`src/rtl/uart_rx_frame_decoder.sv`:
```
`default_nettype none
// +--------------------------------------------------------------------------+
// | Module      : uart_rx_frame_decoder                                      |
// | Description : UART receive frame decoder (start, data LSB first,         |
// |               optional parity, stop) on an oversampling clock.           |
// |               Define UART_RX_MAJORITY_EN for 2-of-3 bit sampling.        |
// | Revision    : 1.0  initial release                                       |
// +--------------------------------------------------------------------------+
module uart_rx_frame_decoder #(
   parameter int DATA_WIDTH = 8,
   parameter int PRESC_W    = 6
) (
   input  logic                  CLK,
   input  logic                  RST,
   input  logic                  RX_IN,
   input  logic                  PAR_EN,
   input  logic                  PAR_TYP,
   input  logic [PRESC_W-1:0]    Prescale,
   output logic [DATA_WIDTH-1:0] P_DATA,
   output logic                  data_valid,
   output logic                  par_err,
   output logic                  stp_err
);

   localparam int BIT_W = $clog2(DATA_WIDTH + 1);

   localparam logic [2:0] S_IDLE   = 3'd0;
   localparam logic [2:0] S_START  = 3'd1;
   localparam logic [2:0] S_DATA   = 3'd2;
   localparam logic [2:0] S_PARITY = 3'd3;
   localparam logic [2:0] S_STOP   = 3'd4;

   localparam logic [PRESC_W-1:0] c_one      = PRESC_W'(1);
   localparam logic [BIT_W-1:0]   c_bit_one  = BIT_W'(1);
   localparam logic [BIT_W-1:0]   c_last_bit = BIT_W'(DATA_WIDTH - 1);

   logic [2:0]            r_state;
   logic [2:0]            w_state_nxt;
   logic [PRESC_W-1:0]    r_edge_cnt;
   logic [PRESC_W-1:0]    r_presc;
   logic [PRESC_W-1:0]    w_half;
   logic [BIT_W-1:0]      r_bit_cnt;
   logic                  r_par_en;
   logic                  r_par_typ;
   logic                  r_bit;
   logic [DATA_WIDTH-1:0] r_shift;
   logic                  r_par_flag;
   logic                  r_wait_high;
   logic                  w_bit_end;
   logic                  w_frame_end;
   logic                  w_start_frame;
   logic                  w_par_exp;
   logic                  w_dv_nxt;
   logic                  w_pe_nxt;
   logic                  w_se_nxt;

   assign w_half    = r_presc >> 1;
   assign w_bit_end = (r_state != S_IDLE) && (r_edge_cnt == r_presc - c_one);
   assign w_par_exp = (^r_shift) ^ r_par_typ;

   // State register
   always_ff @(posedge CLK or negedge RST) begin
      if (!RST) r_state <= S_IDLE;
      else      r_state <= w_state_nxt;
   end

   // Next-state logic; a failed stop bit never chains into a new frame
   always_comb begin
      w_state_nxt = r_state;
      case (r_state)
         S_IDLE:   if (!RX_IN && !r_wait_high) w_state_nxt = S_START;
         S_START:  if (w_bit_end) w_state_nxt = r_bit ? S_IDLE : S_DATA;
         S_DATA:   if (w_bit_end && (r_bit_cnt == c_last_bit))
                      w_state_nxt = r_par_en ? S_PARITY : S_STOP;
         S_PARITY: if (w_bit_end) w_state_nxt = S_STOP;
         S_STOP:   if (w_bit_end) w_state_nxt = (r_bit && !RX_IN) ? S_START : S_IDLE;
         default:  w_state_nxt = S_IDLE;
      endcase
   end

   // Output / control decode
   always_comb begin
      w_frame_end   = (r_state == S_STOP) && w_bit_end;
      w_start_frame = ((r_state == S_IDLE) || w_frame_end) && (w_state_nxt == S_START);
      w_dv_nxt      = w_frame_end && r_bit && !r_par_flag;
      w_pe_nxt      = w_frame_end && r_par_flag;
      w_se_nxt      = w_frame_end && !r_bit;
   end

   always_ff @(posedge CLK or negedge RST) begin
      if (!RST) begin
         r_edge_cnt  <= '0;
         r_presc     <= '0;
         r_bit_cnt   <= '0;
         r_par_en    <= 1'b0;
         r_par_typ   <= 1'b0;
         r_shift     <= '0;
         r_par_flag  <= 1'b0;
         r_wait_high <= 1'b0;
         P_DATA      <= '0;
         data_valid  <= 1'b0;
         par_err     <= 1'b0;
         stp_err     <= 1'b0;
      end else begin
         data_valid <= w_dv_nxt;
         par_err    <= w_pe_nxt;
         stp_err    <= w_se_nxt;

         if (w_start_frame) begin
            r_edge_cnt <= c_one;
            r_presc    <= Prescale;
            r_par_en   <= PAR_EN;
            r_par_typ  <= PAR_TYP;
            r_bit_cnt  <= '0;
            r_par_flag <= 1'b0;
         end else if ((r_state == S_IDLE) || w_bit_end) begin
            r_edge_cnt <= '0;
         end else begin
            r_edge_cnt <= r_edge_cnt + c_one;
         end

         if ((r_state == S_DATA) && w_bit_end) begin
            r_shift   <= {r_bit, r_shift[DATA_WIDTH-1:1]};
            r_bit_cnt <= r_bit_cnt + c_bit_one;
         end

         if ((r_state == S_PARITY) && w_bit_end)
            r_par_flag <= r_bit ^ w_par_exp;

         if (w_dv_nxt)
            P_DATA <= r_shift;

         // After a framing error the line must go idle before a new start is accepted
         if (w_se_nxt)
            r_wait_high <= 1'b1;
         else if ((r_state == S_IDLE) && RX_IN)
            r_wait_high <= 1'b0;
      end
   end

`ifdef UART_RX_MAJORITY_EN
   logic r_s0;
   logic r_s1;

   always_ff @(posedge CLK or negedge RST) begin
      if (!RST) begin
         r_s0  <= 1'b1;
         r_s1  <= 1'b1;
         r_bit <= 1'b1;
      end else if (r_state != S_IDLE) begin
         if (r_edge_cnt == w_half - c_one) r_s0 <= RX_IN;
         if (r_edge_cnt == w_half)         r_s1 <= RX_IN;
         if (r_edge_cnt == w_half + c_one)
            r_bit <= (r_s0 & r_s1) | (r_s0 & RX_IN) | (r_s1 & RX_IN);
      end
   end
`else
   always_ff @(posedge CLK or negedge RST) begin
      if (!RST)
         r_bit <= 1'b1;
      else if ((r_state != S_IDLE) && (r_edge_cnt == w_half))
         r_bit <= RX_IN;
   end
`endif

endmodule
`default_nettype wire

```
`config.mk`:
```
export PLATFORM = sky130hd
export DESIGN_NAME = uart_rx_frame_decoder
export DESIGN_NICKNAME = d
export VERILOG_FILES = /design/src/rtl/uart_rx_frame_decoder.sv
export SDC_FILE = /design/constraint.sdc
export NUM_CORES = 1
export LEC_CHECK = 0
export BUFFER_PORTS_ARGS = -buffer_cell sky130_fd_sc_hd__clkbuf_2
export CAP_MARGIN = 15
export CORE_UTILIZATION = 58
export DETAILED_ROUTE_END_ITERATION = 7
export PLACE_DENSITY = 0.77
export SYNTH_ARGS = -nofsm -noshare
export SYNTH_HDL_FRONTEND = slang
export SYNTH_SLANG_ARGS = --single-unit
```
`constraint.sdc`:
```
create_clock -name CLK -period 3.06 [get_ports CLK]
set_input_delay 0.459 -clock CLK [delete_from_list [all_inputs] [get_ports CLK]]
set_output_delay 0.459 -clock CLK [all_outputs]
set_load 0.05 [all_outputs]
```
* Word-level counts from Yosys, hierarchy flattened *
Index checks and enable logic that the tools add are counted.

operators by class
  add/sub/neg operators = 3
  equal/unequal tests = 8
  mux-type cells = 17
  bitwise operators = 2
  reduce and logical (&&, ||, !) cells = 26

operator list
  operator                                          count
  two-way mux 3 bit                                 6
  case mux 3 bit (5 select lines)                   1
  logical AND 1 bit                                 14
  two-way mux 6 bit                                 2
  two-way mux 4 bit                                 2
  XOR reduction 8 bit                               1
  adder 6 x 1 -> 6 bit, second input constant       1
  == test 3 x 1 -> 1 bit, second input constant     2
  == test 3 x 2 -> 1 bit, second input constant     2
  == test 6 x 5 -> 1 bit                            1
  == test 6 bit                                     1
  nonzero test 2 bit                                3
  subtractor 6 x 1 -> 6 bit, second input constant  1
  two-way mux 1 bit                                 5
  adder 4 x 1 -> 4 bit, second input constant       1
  == test 4 x 3 -> 1 bit, second input constant     1
  logical NOT 1 bit                                 4
  == test 3 bit, second input constant              1
  logical NOT 3 bit                                 1
  nonzero test 3 bit                                1
  logical OR 1 bit                                  2
  two-way mux 2 bit                                 1
  XOR 1 bit                                         2

word-level totals
  flip-flop bits (word level) = 43
  bits of input ports = 11
  output and inout port bits = 11
  word-level logic and storage cells = 70

* Logic depth before layout (Yosys ltp) *
Gate-level depths: netlist of run 1.

  depth in word-level cells = 10
  gate-level depth with buffers = 10
  depth with buffers taken out = 8

* Worst setup path before layout of run 1 *
OpenSTA, ideal clock, no wires.

  path type = flip-flop to flip-flop
  start = register r_presc[0]
  end = register r_presc[1]
  setup time = 125 ps
  arrival = 2304 ps
  required time = 2935 ps
  slack = 631 ps
  stages on the path, launching flop included = 10
  path buffers = 1
  clock period less this slack = 2429 ps
  cells stage by stage = dfrtp_1 inv_1 ha_1 nor2b_1 or3_1 a31o_1 nor2_4 mux2_4 buf_12 mux2_4

on the way
  cells in the longest elaborated chain, start to end = 8
  elaborated cells between the ends (all ways) = 13
  classes of those cells = 1 x add/sub; 2 x eq/ne; 5 x mux; 5 x reduce/logical

ends and longest elaborated chain
  element                          RTL line  RTL
  from (decl)                      40        logic [PRESC_W-1:0] r_presc;
  from (signal assigned)           111       r_presc <= Prescale;
  subtractor 6 x 1 -> 6 bit (*)    58        assign w_bit_end = (r_state != S_IDLE) && (r_edge_cnt == r_presc - c_one);
  == test 6 bit (*)                58
  logical AND 1 bit (*)            58
  logical AND 1 bit                73        S_DATA: if (w_bit_end && (r_bit_cnt == c_last_bit))
  two-way mux 3 bit                73
  case mux 3 bit (5 select lines)  70        case (r_state)
  == test 3 x 1 -> 1 bit           84        w_start_frame = ((r_state == S_IDLE) || w_frame_end) && (w_state_nxt == S_START);
  logical AND 1 bit (*)            84

Every way passes the cells marked *; elsewhere a longest branch is shown, timed or not.
A chain may end at the register's enable or synchronous reset.

* Worst setup path after layout of run 1 *
  start = register r_presc[0]
  end = register r_presc[4]

The elaborated chain is that of the path after synthesis.

==> results.toml, run 1 <==
[clock_tree]
clk_pin_slew_ps = 70
cts_buffers = 5
post_cts_buffers = 0
cts_buffer_depth = 2
numClockSinks = 43
htree_num_levels = 2
clk_latency_ps = 300
cts_tree = "built"
holdBufCountCts = 0
ctsResizeCount = 0
clockRootBuffer = "clkbuf_8"

[layout]
regArea_um2 = 1080
multi_input_area_um2 = 1040
drive_gt1_frac = 0.235
fill_cells = 267
final_cell_mix = "dfrtp_1 (42), nand2_1 (33), clkbuf_2 (21)"
final_cells = 280
synthToLayoutAreaGrowth_pct = 11.6
antenna_cells = 0
fin_nets = 247
final_common_cell = "dfrtp_1"

[timing]
drv_slew = 0
fmax_mhz = 405
fin_crit_sh = 0.807
rsz0062_at_grt = "no"
fin_crit_ps = 2470
maxSlewHeadroom = 0.698
finClkSkew_ps = 5.88
setup-tns-final_ps = 0
finalHoldViolCount = 0
holdWs_ps = 97.9
tightest_slew_ps = 453
setup_ws_ps = 590
setup_viol = 0

[power_and_ir_drop]
switching_power_w = 0.000723
clock_power_share = 0.218
switching_share = 0.351
internal_power_w = 0.00134
p_leak_nw = 1.20
comb_power_share = 0.344
p_per_area_nw_per_um2 = 840
p_total_w = 0.00206
ir_drop_uv = 579
p_seq_frac = 0.438

[place]
port_buffers = 21
pre_cts_ws_ps = 631
dpl.cell_count = 271
gp_congestion = 0.853
place_hpwl_mm = 2.70

[synth]
yosysTopAreaCell = "dfrtp_1"
ys_ff_latch = 43
syn_area_um2 = 2200
synthesis.nets = 227
syn_area_per_cell_um2 = 10.3
ys_top_cells_by_area = "dfrtp_1 (48%), mux2_2 (6.7%), nand2_1 (5.6%), xnor2_1 (5.6%), xor2_1 (4.0%)"
ys_seq_area_frac = 0.490
yosysUniqueCellTypes = 38
yosysTopAreaCellShare = 0.478
syn-instance-count = 213
yosys_warnings = 0

[detailed_routing]
drc = 0
ant_nets = 0
wl_per_cell_um = 13.7
wirelength_mm = 3.85
vias = 1521
drt_pass1_iterations = 4
viasPerCell = 5.43
dr.first_iter.drc_count = 108

[worst_setup_path]
rr_startpoint = "r_presc[0]$_DFFE_PN0P_"
start_kind = "flip-flop"
cp_data_required_time_ps = 3240
ff2ff_path_depth = 8
critPathArrivalTime_ps = 2650
timing.rr.end = "r_presc[4]$_DFFE_PN0P_"
crit_path_end = "r_presc[4]$_DFFE_PN0P_"
crit_path_end_kind = "flip-flop"
cp_max_fo = 14
r2r_slack_ps = 590
startpoint = "r_presc[0]$_DFFE_PN0P_"
critPathKind = "reg -> reg"

[global_routing]
grt_first_pass_wirelength_mm = 6.64
grt_usage = 0.216
antenna_found_initial = 0
grt_pass1_vias = 1479
grt_max_degree = 44
overflow = 0

[flow_run]
drv_cap = 0

[die]
rows = 21
die-area_um2 = 4040
ios = 22
start_util = 0.633
fp.dieW_um = 63.5
dieHeight_um = 63.5
design.core.area_um2 = 3470

[hold_path]
min_path_type = "in -> async"

[run_status]
outcome = "finished clean"
## per-stage QoR
stage	instance area, um2	utilization
6_report	2450	0.707
3_3_place_gp	2310	0.667
3_5_place_dp	2310	0.667
2_1_floorplan	2200	-
4_1_cts	2430	0.701
5_1_grt	2450	0.707
## worst min-delay path by stage
stage / start / depth (start not counted) / to / slack [ps]
final: RST / 1 / r_presc[5]$_DFFE_PN0P_ / 100
after detailed placement: P_DATA[2]$_DFFE_PN0P_ / 1 / P_DATA[2]$_DFFE_PN0P_ / 490
after floorplan: RST / 0 / P_DATA[0]$_DFFE_PN0P_ / 160
after CTS: RST / 1 / r_state[2]$_DFF_PN0_ / 360
after global routing: RST / 1 / r_presc[5]$_DFFE_PN0P_ / 120
after global placement: P_DATA[4]$_DFFE_PN0P_ / 1 / P_DATA[4]$_DFFE_PN0P_ / 490
## logic make-up after synthesis
family / share of synthesized area
AND/OR/NAND/NOR: 0.187
flip-flops: 0.490
AO/OA/AOI/OAI: 0.0723
XOR/XNOR: 0.0957
multiplexers: 0.101
buffers and inverters: 0.0364
adder cells (fa/ha/maj): 0.0171
## sequential cells by signal (all words and copies together), names as in the netlist
signal	count
r_par_flag	1
r_state	3
stp_err	1
P_DATA	8
data_valid	1
r_wait_high	1
r_presc	6
r_edge_cnt	6
r_par_typ	1
r_bit_cnt	4
r_par_en	1
par_err	1
r_bit	1
r_shift	8
## power groups by stage
stage	combinational (W)	clock [W]	sequential, W
after floorplan	0.000663	0	0.000817
after global placement	0.000667	0	0.000901
after detailed placement	0.000695	0	0.000909
after CTS	0.000703	0.000457	0.000899
after global routing	0.000803	0.000480	0.000925
final	0.000707	0.000449	0.000902
## critical path, cell delays in order (launching register included)
cell	delay, ps
dfrtp_1	410
inv_1	70
ha_1	240
nor2b_1	150
or3_1	370
a31o_1	260
nor2_4	130
mux2_4	410
mux2_4	320
## cell usage after synthesis (all sizes together)
library cell	number
dfrtp	42
nand2	33
mux2	18
nor2	18
xnor2	14
xor2	10
clkbuf	7
a21oi	6
nand3	6
nor3	6
o21ai	6
inv	5
buf	4
nor2b	4
o21bai	4
and3	3
ha	3
nand2b	3
a31o	2
a31oi	2
and3b	2
nand4	2
nor4	2
o211ai	2
or3	2
and2	1
dfstp	1
o211a	1
o22ai	1
o31ai	1
or2	1
or4	1
## layout make-up
class / instances / area share
multi-input combinational: 154 / 0.424
sequential: 43 / 0.440
clock inverter: 2 / 0.0143
tap: 46 / 0.0235
timing repair buffer: 24 / 0.0572
clock buffer: 6 / 0.0337
inverter: 5 / 0.00766
## metal layers
metal	wire, um	up-vias	GRT usage
met4	48	0	0.0625
met3	151	6	0.0707
met5	0	-	0
met1	1930	733	0.296
li1	-	753	-
met2	1720	29	0.324
Power figures use the tool's default switching activity.
==> run 2: changes to the inputs <==
Settings changed: CORE_UTILIZATION 58 to 52, PLACE_DENSITY 0.77 to 0.72.
Clock period 3.06 ns to 2.2 ns, I/O delays scaled along.
==> run 2 against run 1 <==
The run now ends with setup timing left. Clock-buffer cell count did not move. Non-clock buffer count rose by 14. Maximum frequency rose by 11%. Die area rose by 11%. Final cell count rose by 7.1%. Critical path type unchanged. Critical endpoint is now r_par_typ$_DFFE_PN0P_.
==> results.toml, run 2 (synthesized netlist as in run 1, its figures left out) <==
[place]
gp_congestion = 0.861
port_buffers = 21
dpl.cell_count = 285
place_hpwl_mm = 2.89

[power_and_ir_drop]
internal_power_w = 0.00214
switching_power_w = 0.00112
clock_power_share = 0.224
p_leak_nw = 1.28
p_per_area_nw_per_um2 = 1230
switching_share = 0.344
ir_drop_uv = 662
comb_power_share = 0.410
p_total_w = 0.00326
p_seq_frac = 0.366

[layout]
final_common_cell = "dfrtp_1"
final_cells = 300
drive_gt1_frac = 0.312
antenna_cells = 0
reg_top3 = "P_DATA (8), r_shift (8)"
final_cell_mix = "dfrtp_1 (41), nand2_1 (33), clkbuf_2 (21)"
synthToLayoutAreaGrowth_pct = 20.2
fin_nets = 263

[worst_setup_path]
r2r_slack_ps = -30
startpoint = "r_presc[1]$_DFFE_PN0P_"
ff2ff_path_depth = 8
start_kind = "flip-flop"
cp_max_fo = 7
cp_data_required_time_ps = 2390
timing.rr.end = "r_par_typ$_DFFE_PN0P_"
critPathKind = "reg -> reg"
critPathArrivalTime_ps = 2420
rr_startpoint = "r_presc[1]$_DFFE_PN0P_"
crit_path_end_kind = "flip-flop"

[global_routing]
antenna_found_initial = 0
grt_first_pass_wirelength_mm = 6.89
grt_max_degree = 22
grt_usage = 0.211
grt_pass1_vias = 1449
overflow = 0

[die]
fp.dieW_um = 67
die-area_um2 = 4490
dieHeight_um = 67
design.core.area_um2 = 4030
start_util = 0.545
rows = 23
ios = 22

[flow_run]
drv_cap = 0

[clock_tree]
cts_buffer_depth = 2
cts_buffers = 5
cts_tree = "built"
htree_num_levels = 2
clk_pin_slew_ps = 80
clk_latency_ps = 300
clockRootBuffer = "clkbuf_8"
numClockSinks = 43

[hold_path]
min_path_type = "in -> reg"
hold_path_end = "r_presc[4]$_DFFE_PN0P_"
hold_depth = 2
hp-start = "Prescale[4]"

[timing]
setup_ws_ps = -32.0
fmax_mhz = 448
drv_slew = 0
setup_viol = 5
finClkSkew_ps = 8.17
finalHoldViolCount = 0
fin_crit_sh = 1.01
fin_crit_ps = 2230
maxSlewHeadroom = 0.590
rsz0062_at_grt = "yes"
tightest_slew_ps = 610

[detailed_routing]
wl_per_cell_um = 14.5
vias = 1608
dr.first_iter.drc_count = 92
viasPerCell = 5.36
wirelength_mm = 4.34
ant_nets = 0
drt_pass1_iterations = 4
drc = 0

[run_status]
outcome = "finished, violations left"
violations = "setup timing"
[run 2: layer usage]
layer,up-vias,global-route usage,wire (um)
met4,0,0.0745,75
met3,10,0.0565,145
li1,793,-,-
met5,-,0,0
met2,35,0.304,1900
met1,770,0.301,2220
[run 2: worst max-delay path by stage]
stage | cells after the start | end | slack (ps)
after detailed placement | 8 | r_presc[2]$_DFFE_PN0P_ | -20
after floorplan | 9 | r_presc[1]$_DFFE_PN0P_ | -100
after global routing | 8 | r_par_typ$_DFFE_PN0P_ | -90
after CTS | 8 | r_par_typ$_DFFE_PN0P_ | -20
final | 8 | r_par_typ$_DFFE_PN0P_ | -30
after global placement | 8 | r_presc[2]$_DFFE_PN0P_ | 30
[run 2: repair_timing]
item | 4_1_cts | 5_1_grt
setup buffers | 2 | 2
hold buffers | 1 | 0
endpoints found under the hold margin | 2 | 0
endpoints found under the setup margin | 7 | 21
cloned | 1 | 1
resized for setup | 1 | 10
pin swaps | 0 | 2
[run 2: layout make-up]
class                           instances  area, um2
Fill cell                             318       1390
Multi-Input combinational cell        156       1110
Sequential cell                        43       1080
Timing Repair Buffer                   38        235
Clock buffer                            6       72.6
Tap cell                               50       62.6
Clock inverter                          2       60.1
Inverter                                5       18.8
[run 2: power by group through the flow]
| stage | logic [W] | registers (W) | clock network, W |
|---|---|---|---|
| 2_1_floorplan | 0.000926 | 0.00114 | 0 |
| 3_3_place_gp | 0.00111 | 0.00120 | 0 |
| 3_5_place_dp | 0.00113 | 0.00121 | 0 |
| 4_1_cts | 0.00119 | 0.00119 | 0.000748 |
| 5_1_grt | 0.00147 | 0.00122 | 0.000773 |
| 6_report | 0.00134 | 0.00119 | 0.000729 |
[run 2: metrics by stage]
| stage | hold slack, ps | setup slack [ps] | cell area [um2] | setup TNS [ps] | util |
|---|---|---|---|---|---|
| 6_report | 260 | -32.0 | 2640 | -84.1 | 0.656 |
| 5_1_grt | 252 | -93.3 | 2640 | -642 | 0.656 |
| 4_1_cts | 248 | -17.2 | 2570 | -21.2 | 0.637 |
| 3_5_place_dp | 137 | -22.2 | 2400 | -55.0 | 0.595 |
| 3_3_place_gp | 140 | 32.4 | 2400 | 0 | 0.595 |
| 2_1_floorplan | 34.4 | -102 | 2200 | -406 | - |
[run 2: critical path, stage by stage, from the launching register on]
cell and delay [ps]:
dfrtp_1 370, inv_2 60, ha_4 160, nor2b_4 120
or3_4 340, a31o_4 240, nor2_4 120, mux2_2 440
mux2_2 290
